===== src/rtl/jk_eval_pkg.sv =====
// jk_eval_pkg: shared types and constants for the JK evaluation harness.
//   state_t           harness FSM states
//   JK_*              dut_in encodings, bit0 = J, bit1 = K
//   LFSR_DEFAULT_SEED seed used at reset and in place of a zero seed
//   NO_FAIL           first_fail value when no vector has mismatched
//   lfsr_next()       one step of the 8-bit Fibonacci LFSR (taps 8,6,5,4)
//   jk_expect()       JK next-state rule given inputs and current state
package jk_eval_pkg;

    typedef enum logic [2:0] {
        IDLE   = 3'd0,
        INIT   = 3'd1,
        APPLY  = 3'd2,
        SETTLE = 3'd3,
        SAMPLE = 3'd4,
        FINISH = 3'd5
    } state_t;

    localparam logic [1:0] JK_HOLD = 2'b00;
    localparam logic [1:0] JK_SET  = 2'b01;
    localparam logic [1:0] JK_RST  = 2'b10;
    localparam logic [1:0] JK_TOG  = 2'b11;

    localparam logic [7:0] LFSR_DEFAULT_SEED = 8'hA5;
    localparam logic [7:0] NO_FAIL           = 8'hFF;

    // Shift left, feedback into bit 0. Taps 8,6,5,4 are bits 7,5,4,3.
    function automatic logic [7:0] lfsr_next(input logic [7:0] l);
        return {l[6:0], l[7] ^ l[5] ^ l[4] ^ l[3]};
    endfunction

    function automatic logic jk_expect(input logic [1:0] jk, input logic q);
        case (jk)
            JK_SET:  return 1'b1;
            JK_RST:  return 1'b0;
            JK_HOLD: return q;
            default: return ~q;
        endcase
    endfunction

endpackage


===== src/rtl/sync_2ff.sv =====
// sync_2ff: two-flop synchroniser for a single asynchronous bit.
//   clk      in  sampling clock
//   reset_n  in  asynchronous active-low reset, both flops clear to 0
//   d        in  asynchronous input
//   q        out synchronised output, two clk cycles of latency
module sync_2ff (
    input  logic clk,
    input  logic reset_n,
    input  logic d,
    output logic q
);

    logic meta;

    always_ff @(posedge clk or negedge reset_n) begin
        if (!reset_n) begin
            meta <= 1'b0;
            q    <= 1'b0;
        end else begin
            meta <= d;
            q    <= meta;
        end
    end

endmodule


===== src/rtl/jk_eval_harness.sv =====
// jk_eval_harness: drives an evolved 2-input JK circuit with LFSR vectors,
// synchronises its asynchronous output and scores it against a JK model.
//   clk           in   system clock, rising edge
//   reset_n       in   asynchronous active-low reset
//   start         in   1-cycle pulse, begins a run when idle
//   seed[7:0]     in   LFSR seed captured on accepted start (0 -> 8'hA5)
//   dut_in[1:0]   out  registered stimulus, J = bit0, K = bit1
//   dut_out       in   circuit output, asynchronous to clk
//   busy          out  high from accepted start until done
//   done          out  1-cycle pulse at end of run
//   pass          out  no mismatches and no oscillation in last run
//   mismatch_cnt  out  scored vectors that mismatched, saturating
//   first_fail    out  index of first mismatching vector, 8'hFF if none
//   osc_flag      out  some vector produced more than OSC_LIMIT edges
module jk_eval_harness
    import jk_eval_pkg::*;
#(
    parameter int NUM_VECTORS   = 16,
    parameter int SETTLE_CYCLES = 8,
    parameter int OSC_LIMIT     = 2,
    parameter bit CHECK_TOGGLE  = 1'b0
) (
    input  logic       clk,
    input  logic       reset_n,
    input  logic       start,
    input  logic [7:0] seed,
    output logic [1:0] dut_in,
    input  logic       dut_out,
    output logic       busy,
    output logic       done,
    output logic       pass,
    output logic [7:0] mismatch_cnt,
    output logic [7:0] first_fail,
    output logic       osc_flag
);

    localparam int CNT_W = $clog2(SETTLE_CYCLES + 1);

    state_t           state;
    logic [7:0]       lfsr;
    logic [7:0]       vec_idx;
    logic [CNT_W-1:0] cnt;
    logic [3:0]       edge_cnt;
    logic             model_q;

    logic q_s;
    logic q_s_d;
    logic sync_edge;

    logic expected;
    logic scored;
    logic osc_hit;
    logic bad;

    sync_2ff u_sync (
        .clk     (clk),
        .reset_n (reset_n),
        .d       (dut_out),
        .q       (q_s)
    );

    always_ff @(posedge clk or negedge reset_n) begin
        if (!reset_n) q_s_d <= 1'b0;
        else          q_s_d <= q_s;
    end

    assign sync_edge = q_s ^ q_s_d;

    // Scoring decision for the vector currently held on dut_in.
    assign expected = jk_expect(dut_in, model_q);
    assign scored   = CHECK_TOGGLE || (dut_in != JK_TOG);
    assign osc_hit  = (int'(edge_cnt) > OSC_LIMIT);
    assign bad      = scored && ((q_s != expected) || osc_hit);

    always_ff @(posedge clk or negedge reset_n) begin
        if (!reset_n) begin
            state        <= IDLE;
            dut_in       <= JK_HOLD;
            busy         <= 1'b0;
            done         <= 1'b0;
            pass         <= 1'b0;
            mismatch_cnt <= 8'd0;
            first_fail   <= NO_FAIL;
            osc_flag     <= 1'b0;
            model_q      <= 1'b0;
            lfsr         <= LFSR_DEFAULT_SEED;
            vec_idx      <= 8'd0;
            cnt          <= '0;
            edge_cnt     <= 4'd0;
        end else begin
            done <= 1'b0;
            case (state)
                IDLE: begin
                    if (start) begin
                        lfsr         <= (seed == 8'h00) ? LFSR_DEFAULT_SEED : seed;
                        mismatch_cnt <= 8'd0;
                        first_fail   <= NO_FAIL;
                        osc_flag     <= 1'b0;
                        pass         <= 1'b0;
                        busy         <= 1'b1;
                        vec_idx      <= 8'd0;
                        cnt          <= '0;
                        model_q      <= 1'b0;
                        // K only, forces the circuit to a known 0 before vectors.
                        dut_in       <= JK_RST;
                        state        <= INIT;
                    end
                end

                // SETTLE_CYCLES+1 cycles of reset drive, unscored.
                INIT: begin
                    if (cnt == CNT_W'(SETTLE_CYCLES)) begin
                        cnt   <= '0;
                        state <= APPLY;
                    end else begin
                        cnt <= cnt + 1'b1;
                    end
                end

                APPLY: begin
                    dut_in   <= lfsr[1:0];
                    cnt      <= '0;
                    edge_cnt <= 4'd0;
                    state    <= SETTLE;
                end

                SETTLE: begin
                    // Edges seen in the first two settle cycles are still the
                    // previous vector's activity emerging from the synchroniser;
                    // only edges caused by this vector's input change are counted.
                    if (sync_edge && (cnt >= CNT_W'(2)) && (edge_cnt != 4'hF))
                        edge_cnt <= edge_cnt + 4'd1;
                    if (cnt == CNT_W'(SETTLE_CYCLES - 1)) begin
                        state <= SAMPLE;
                    end else begin
                        cnt <= cnt + 1'b1;
                    end
                end

                SAMPLE: begin
                    if (osc_hit)
                        osc_flag <= 1'b1;
                    if (bad) begin
                        if (mismatch_cnt != 8'hFF)
                            mismatch_cnt <= mismatch_cnt + 8'd1;
                        if (first_fail == NO_FAIL)
                            first_fail <= vec_idx;
                    end
                    // Unscored toggles resync the model to what the circuit did.
                    model_q <= scored ? expected : q_s;
                    if (vec_idx == 8'(NUM_VECTORS - 1)) begin
                        state <= FINISH;
                    end else begin
                        vec_idx <= vec_idx + 8'd1;
                        lfsr    <= lfsr_next(lfsr);
                        state   <= APPLY;
                    end
                end

                FINISH: begin
                    busy   <= 1'b0;
                    done   <= 1'b1;
                    pass   <= (mismatch_cnt == 8'd0) && !osc_flag;
                    dut_in <= JK_HOLD;
                    state  <= IDLE;
                end

                default: state <= IDLE;
            endcase
        end
    end

endmodule

===== config.mk =====
export PLATFORM = sky130hd
export DESIGN_NAME = jk_eval_harness
export DESIGN_NICKNAME = d
export VERILOG_FILES = /design/src/rtl/jk_eval_pkg.sv /design/src/rtl/sync_2ff.sv /design/src/rtl/jk_eval_harness.sv
export SDC_FILE = /design/constraint.sdc
export NUM_CORES = 1
export LEC_CHECK = 0
export BUFFER_PORTS_ARGS = -buffer_cell sky130_fd_sc_hd__buf_2
export CAP_MARGIN = 20
export CORE_AREA = 4 4 75 77
export CTS_CLUSTER_DIAMETER = 30
export CTS_CLUSTER_SIZE = 14
export DETAILED_ROUTE_END_ITERATION = 8
export DIE_AREA = 0 0 79 81
export GPL_TIMING_DRIVEN = 0
export PLACE_DENSITY_LB_ADDON = 0.05
export SYNTH_ARGS = -nofsm -noshare
export SYNTH_HDL_FRONTEND = slang
export SYNTH_SLANG_ARGS = --single-unit

===== constraint.sdc =====
create_clock -name clk -period 2.1 [get_ports clk]
set_input_delay 0.105 -clock clk [delete_from_list [all_inputs] [get_ports clk]]
set_output_delay 0.105 -clock clk [all_outputs]
set_load 0.005 [all_outputs]

Word level (Yosys, flattened, before mapping)
Index checks and enable logic that the tools add are counted.
- reduce and logical (&&, ||, !) cells: 25
- bitwise operators: 5
- equality and inequality tests: 25
- mux-type cells: 37
- add/sub/neg operators: 4
- $lt $le $gt $ge: 2
- operators by type and width (cell ; number):
    8-bit 2-to-1 mux ; 10
    8-bit case mux with 2 select lines ; 4
    2-bit != test (second input constant) ; 11
    8-bit by 1-bit adder with 8-bit output (second input constant) ; 2
    8-bit logical NOT ; 2
    4-bit 2-to-1 mux ; 4
    4-bit case mux with 4 select lines ; 1
    3-bit case mux with 5 select lines ; 1
    3-bit 2-to-1 mux ; 4
    3-bit AND reduction ; 4
    4-bit by 1-bit adder with 4-bit output (second input constant) ; 2
    8-bit by 4-bit == test with 1-bit output (second input constant) ; 1
    8-bit == test (second input constant) ; 1
    8-bit != test (second input constant) ; 1
    1-bit case mux with 2 select lines ; 4
    4-bit case mux with 2 select lines ; 1
    2-bit AND reduction ; 4
    4-bit AND reduction ; 2
    3-bit by 2-bit == test with 1-bit output (second input constant) ; 2
    3-bit == test (second input constant) ; 2
    2-bit case mux with 3 select lines ; 1
    2-bit nonzero test ; 3
    1-bit 2-to-1 mux ; 5
    4-bit by 3-bit == test with 1-bit output (second input constant) ; 1
    other kinds (19) ; 25
- output and inout bits: 22
- register bits: 53
- word-level logic and storage cells: 114

Logic depth before layout (Yosys ltp)
- depth in word-level cells: 7
- mapped depth: 8
- depth with buffers taken out: 7

Cells and area by module
A second synthesis with hierarchy kept.
- cells, all modules: 293
- area, all modules: 2770.2 µm²
- by module, submodules not included (module ; instances ; cells an instance ; area each (µm²) ; sequential area each (µm²)):
    jk_eval_harness ; 1 ; 291 ; 2720.1 ; 1291.2
    sync_2ff ; 1 ; 2 ; 50.0 ; 50.0

Worst setup path before layout
Ideal clock, no wire load.
- path kind: flip-flop to flip-flop
- start: register edge_cnt[0]
- end: register first_fail[4]
- buffers on the path: 1
- data arrival time: 1.746 ns
- stages on the path, launching flop included: 9
- required time: 2.015 ns
- period minus slack after synthesis: 1.830 ns
- slack: 0.270 ns
- path through: dfrtp_1 > inv_1 > ha_1 > inv_1 > a211oi_2 > a31oi_4 > a21o_1 > buf_4 > mux2_1
- cells in the longest elaborated chain, start to end: 5
- ends and longest elaborated chain (item ; RTL line ; text):
    start, declared ; jk_eval_harness.sv:43 ; logic [3:0] edge_cnt;
    start signal, assigned ; jk_eval_harness.sv:132 ; edge_cnt <= edge_cnt + 4'd1;
    4-bit by 2-bit > comparator with 1-bit output ; jk_eval_harness.sv:72 ; assign osc_hit = (int'(edge_cnt) > OSC_LIMIT);
    1-bit logical OR ; jk_eval_harness.sv:73 ; assign bad = scored && ((q_s != expected) || osc_hit);
    1-bit logical AND ; jk_eval_harness.sv:73 ;
    2-bit != test (no source line) ; - ;
    4-bit AND reduction (no source line) ; - ;
    end signal, assigned ; jk_eval_harness.sv:147 ; first_fail <= vec_idx;
    end, declared ; jk_eval_harness.sv:33 ; output logic [7:0] first_fail,
No other way between the ends.
A chain may end at the register's enable or synchronous reset.

Final worst setup path
Same ends and word-level chain as after synthesis.

==> metrics.yaml <==
overflow: 0
clock_latency_ns: 0.31
area_delta_synth_final_pct: 14.4
antenna_found_initial: 0
wl_um: 6150
track_usage_pct: 20.9
htreeDepth: 2
post-route-drc-count: 0
slew_violations: 0
fp.dieH_um: 81
yosysSeqAreaShare_pct: 48.0
tritoncts: "yes"
numCtsBuffers: 5
rrSetupSlack_ns: 0.12
start_kind: "register"
synth_compound_area_share_pct: 14.7
hold_class: "in -> reg"
final_cell_mix: "41 x dfrtp_1, 40 x nand2_1, 37 x buf_2"
synthAdderAreaFrac_pct: 3.58
crit_fanout: 8
total_leakage_power_nw: 1.43
worstReg2RegStart: "edge_cnt[0]"
syn-cell-area_um2: 2790
fin_skew_ns: 0.00684
synth_area_leaders: "dfrtp_1 37%, dfstp_2 11%, mux2i_1 5.4%"
synth-xor-area-share_pct: 2.82
async_flop_share_pct: 100
avgSynthCellArea_um2: 9.54
path_clk_slew_ns: 0.10
muxShareOfSynthArea_pct: 5.78
arrival_ns: 2.23
endpoint: "first_fail[4]"
drive_above_1_share_pct: 19.8
synthSimpleGateAreaFrac_pct: 20.2
mostFrequentLayoutCell: "dfrtp_1"
gp_congestion: 0.835
synth_edf_count: 0
clk_path_buf_depth: 2
rows: 26
vias: 2310
status: "complete, no violations"
core_um2: 5010
pre_cts_ws_ns: 0.0315
detail-route-antenna-nets: 0
synth_ff_type: "dfrtp_1"
crit_path_max_incr_delay_ns: 0.42
grt_pass1_vias: 2203
finalHoldViolations: 0
dieArea_um2: 6400
worstMarginPinSlew_ns: 0.637
rsz0062_at_grt: "false"
synth_top_area_share_pct: 36.7
slew_headroom_pct: 56.8
grt_max_degree: 30
root_buffer: "clkbuf_8"
initial_core_util_pct: 55.8
finalSetupTns_ns: 0
syn_inst: 293
power.density_nw_per_um2: 668
nNetsFinal: 358
synth_fp_nets: 313
synth_top_family_by_area: "simple AND/OR/NAND/NOR gates"
startpoint: "edge_cnt[0]"
setup_viol: 0
ioPinCount: 34
period_needed_ns: 1.98
ys_types: 50
max_freq_ghz: 0.506
worst_slack_ns: 0.123
die-width_um: 79
crit_slowest_cell: "dfrtp_1"
port_buffers: 33
drv_cap: 0
postLayoutCoreUtil_pct: 63.8
drtIter0Drc: 143
rr_worst_depth: 8
first_pass_iters: 4
cts.sinks: 53
ir_drop_v: 0.000383
crit_path_cell_trace: "inv_1 -> ha_1 -> inv_1 -> a211oi_4 -> a31oi_4 -> a21o_1 -> buf_4 -> mux2_1"
dp_hpwl_um: 4400
worst_setup_path_end_kind: "register"
yosys_warnings: 0
synth-seq-cells: 53
yosys.area.top_type: "dfrtp_1"
diodes: 0
critPathRequiredTime_ns: 2.35
min_period_over_period_pct: 94.2
grt_pass1_wl_um: 10500
critPathKind: "reg -> reg"
wire_per_inst_um: 15.0
rr_endpoint: "first_fail[4]"
avgViaCountPerCell: 5.65
cp_common_cell: "inv_1"
==> timing repair <==
item | in CTS | in global routing
endpoints found under the hold margin | 24 | 0
buffers inserted | 0 | 2
hold buffers | 2 | 0
setup endpoints to repair | 0 | 1
gates resized for setup | 0 | 1
==> registers in the layout (all words and copies together), names as in the netlist <==
signal and count:
edge_cnt 4, mismatch_cnt 8, first_fail 8, u_sync.q 1, u_sync.meta 1, vec_idx 8
lfsr 8, dut_in 2, cnt 4, busy 1, state 3, model_q 1
done 1, osc_flag 1, pass 1, q_s_d 1
==> synthesized netlist by cell type (all sizes together) (5+ instances only) <==
cell type,count
nand3,10
ha,8
mux2i,15
o21ai,28
dfstp,12
nor4,7
nand2b,5
xnor2,6
dfrtp,41
clkbuf,5
buf,6
nand2,40
a21oi,6
inv,21
nand4,7
nor2,25
o211ai,5
==> metal layers <==
metal / up-vias / routed length (um) / track usage [%]
met3: 9 / 295 / 4.55
met4: 0 / 64 / 4.47
li1: 1124 / - / -
met5: - / 0 / 0
met1: 1127 / 2920 / 28.6
met2: 50 / 2870 / 34.3
==> critical path, delay by kind of cell, from the launching register on <==
family	cells	cell delay, ns
mux	1	0.31
buf+inv	3	0.32
compound gates	3	0.70
fa+ha+maj	1	0.15
flops	1	0.42
==> power by group <==
part	switching (W)	internal, W	total (W)
sequential	0.000108	0.00110	0.00121
clock	0.000347	0.000239	0.000585
combinational	0.000189	0.000156	0.000345
total	0.000643	0.00149	0.00214
==> cell families (layout without fill, tap and decap cells) <==
family,after synthesis,count (layout)
fa+ha+maj,8,8
mux,16,16
buf+inv,32,78
simple gates,113,113
flops,53,53
xor+xnor,9,9
compound gates,62,62
==> worst min path at each step <==
stage | startpoint | to | slack [ns] | cells past startpoint
floorplan | reset_n | busy | -0.19 | 0
global placement | dut_out | u_sync.meta | 0.22 | 1
detailed placement | reset_n | cnt[2] | 0.14 | 1
CTS | seed[2] | lfsr[2] | 0.07 | 3
global route | seed[2] | lfsr[2] | 0.07 | 3
finish | seed[2] | lfsr[2] | 0.07 | 3
==> cell type report <==
| type | count | area, um2 |
|---|---|---|
| inverters | 21 | 78.8 |
| multi-input cells | 208 | 1320 |
| clock buffers | 6 | 72.6 |
| clock inverters | 2 | 13.8 |
| plain buffers | 11 | 57.6 |
| flip-flops and latches | 53 | 1340 |
| fillers | 456 | 1810 |
| repair buffers | 38 | 220 |
| well taps | 70 | 87.6 |
==> per-stage QoR <==
stage / instances / power (W) / hold slack (ns) / instance area (um2)
6_report: 409 / 0.00214 / 0.0693 / 3200
5_1_grt: 409 / 0.00227 / 0.0668 / 3200
4_1_cts: 407 / 0.00214 / 0.0696 / 3170
3_5_place_dp: 397 / 0.00155 / 0.144 / 3070
3_3_place_gp: 396 / 0.00154 / 0.218 / 3050
2_1_floorplan: 293 / 0.00140 / -0.191 / 2790
(Power assumes the default switching activity.)
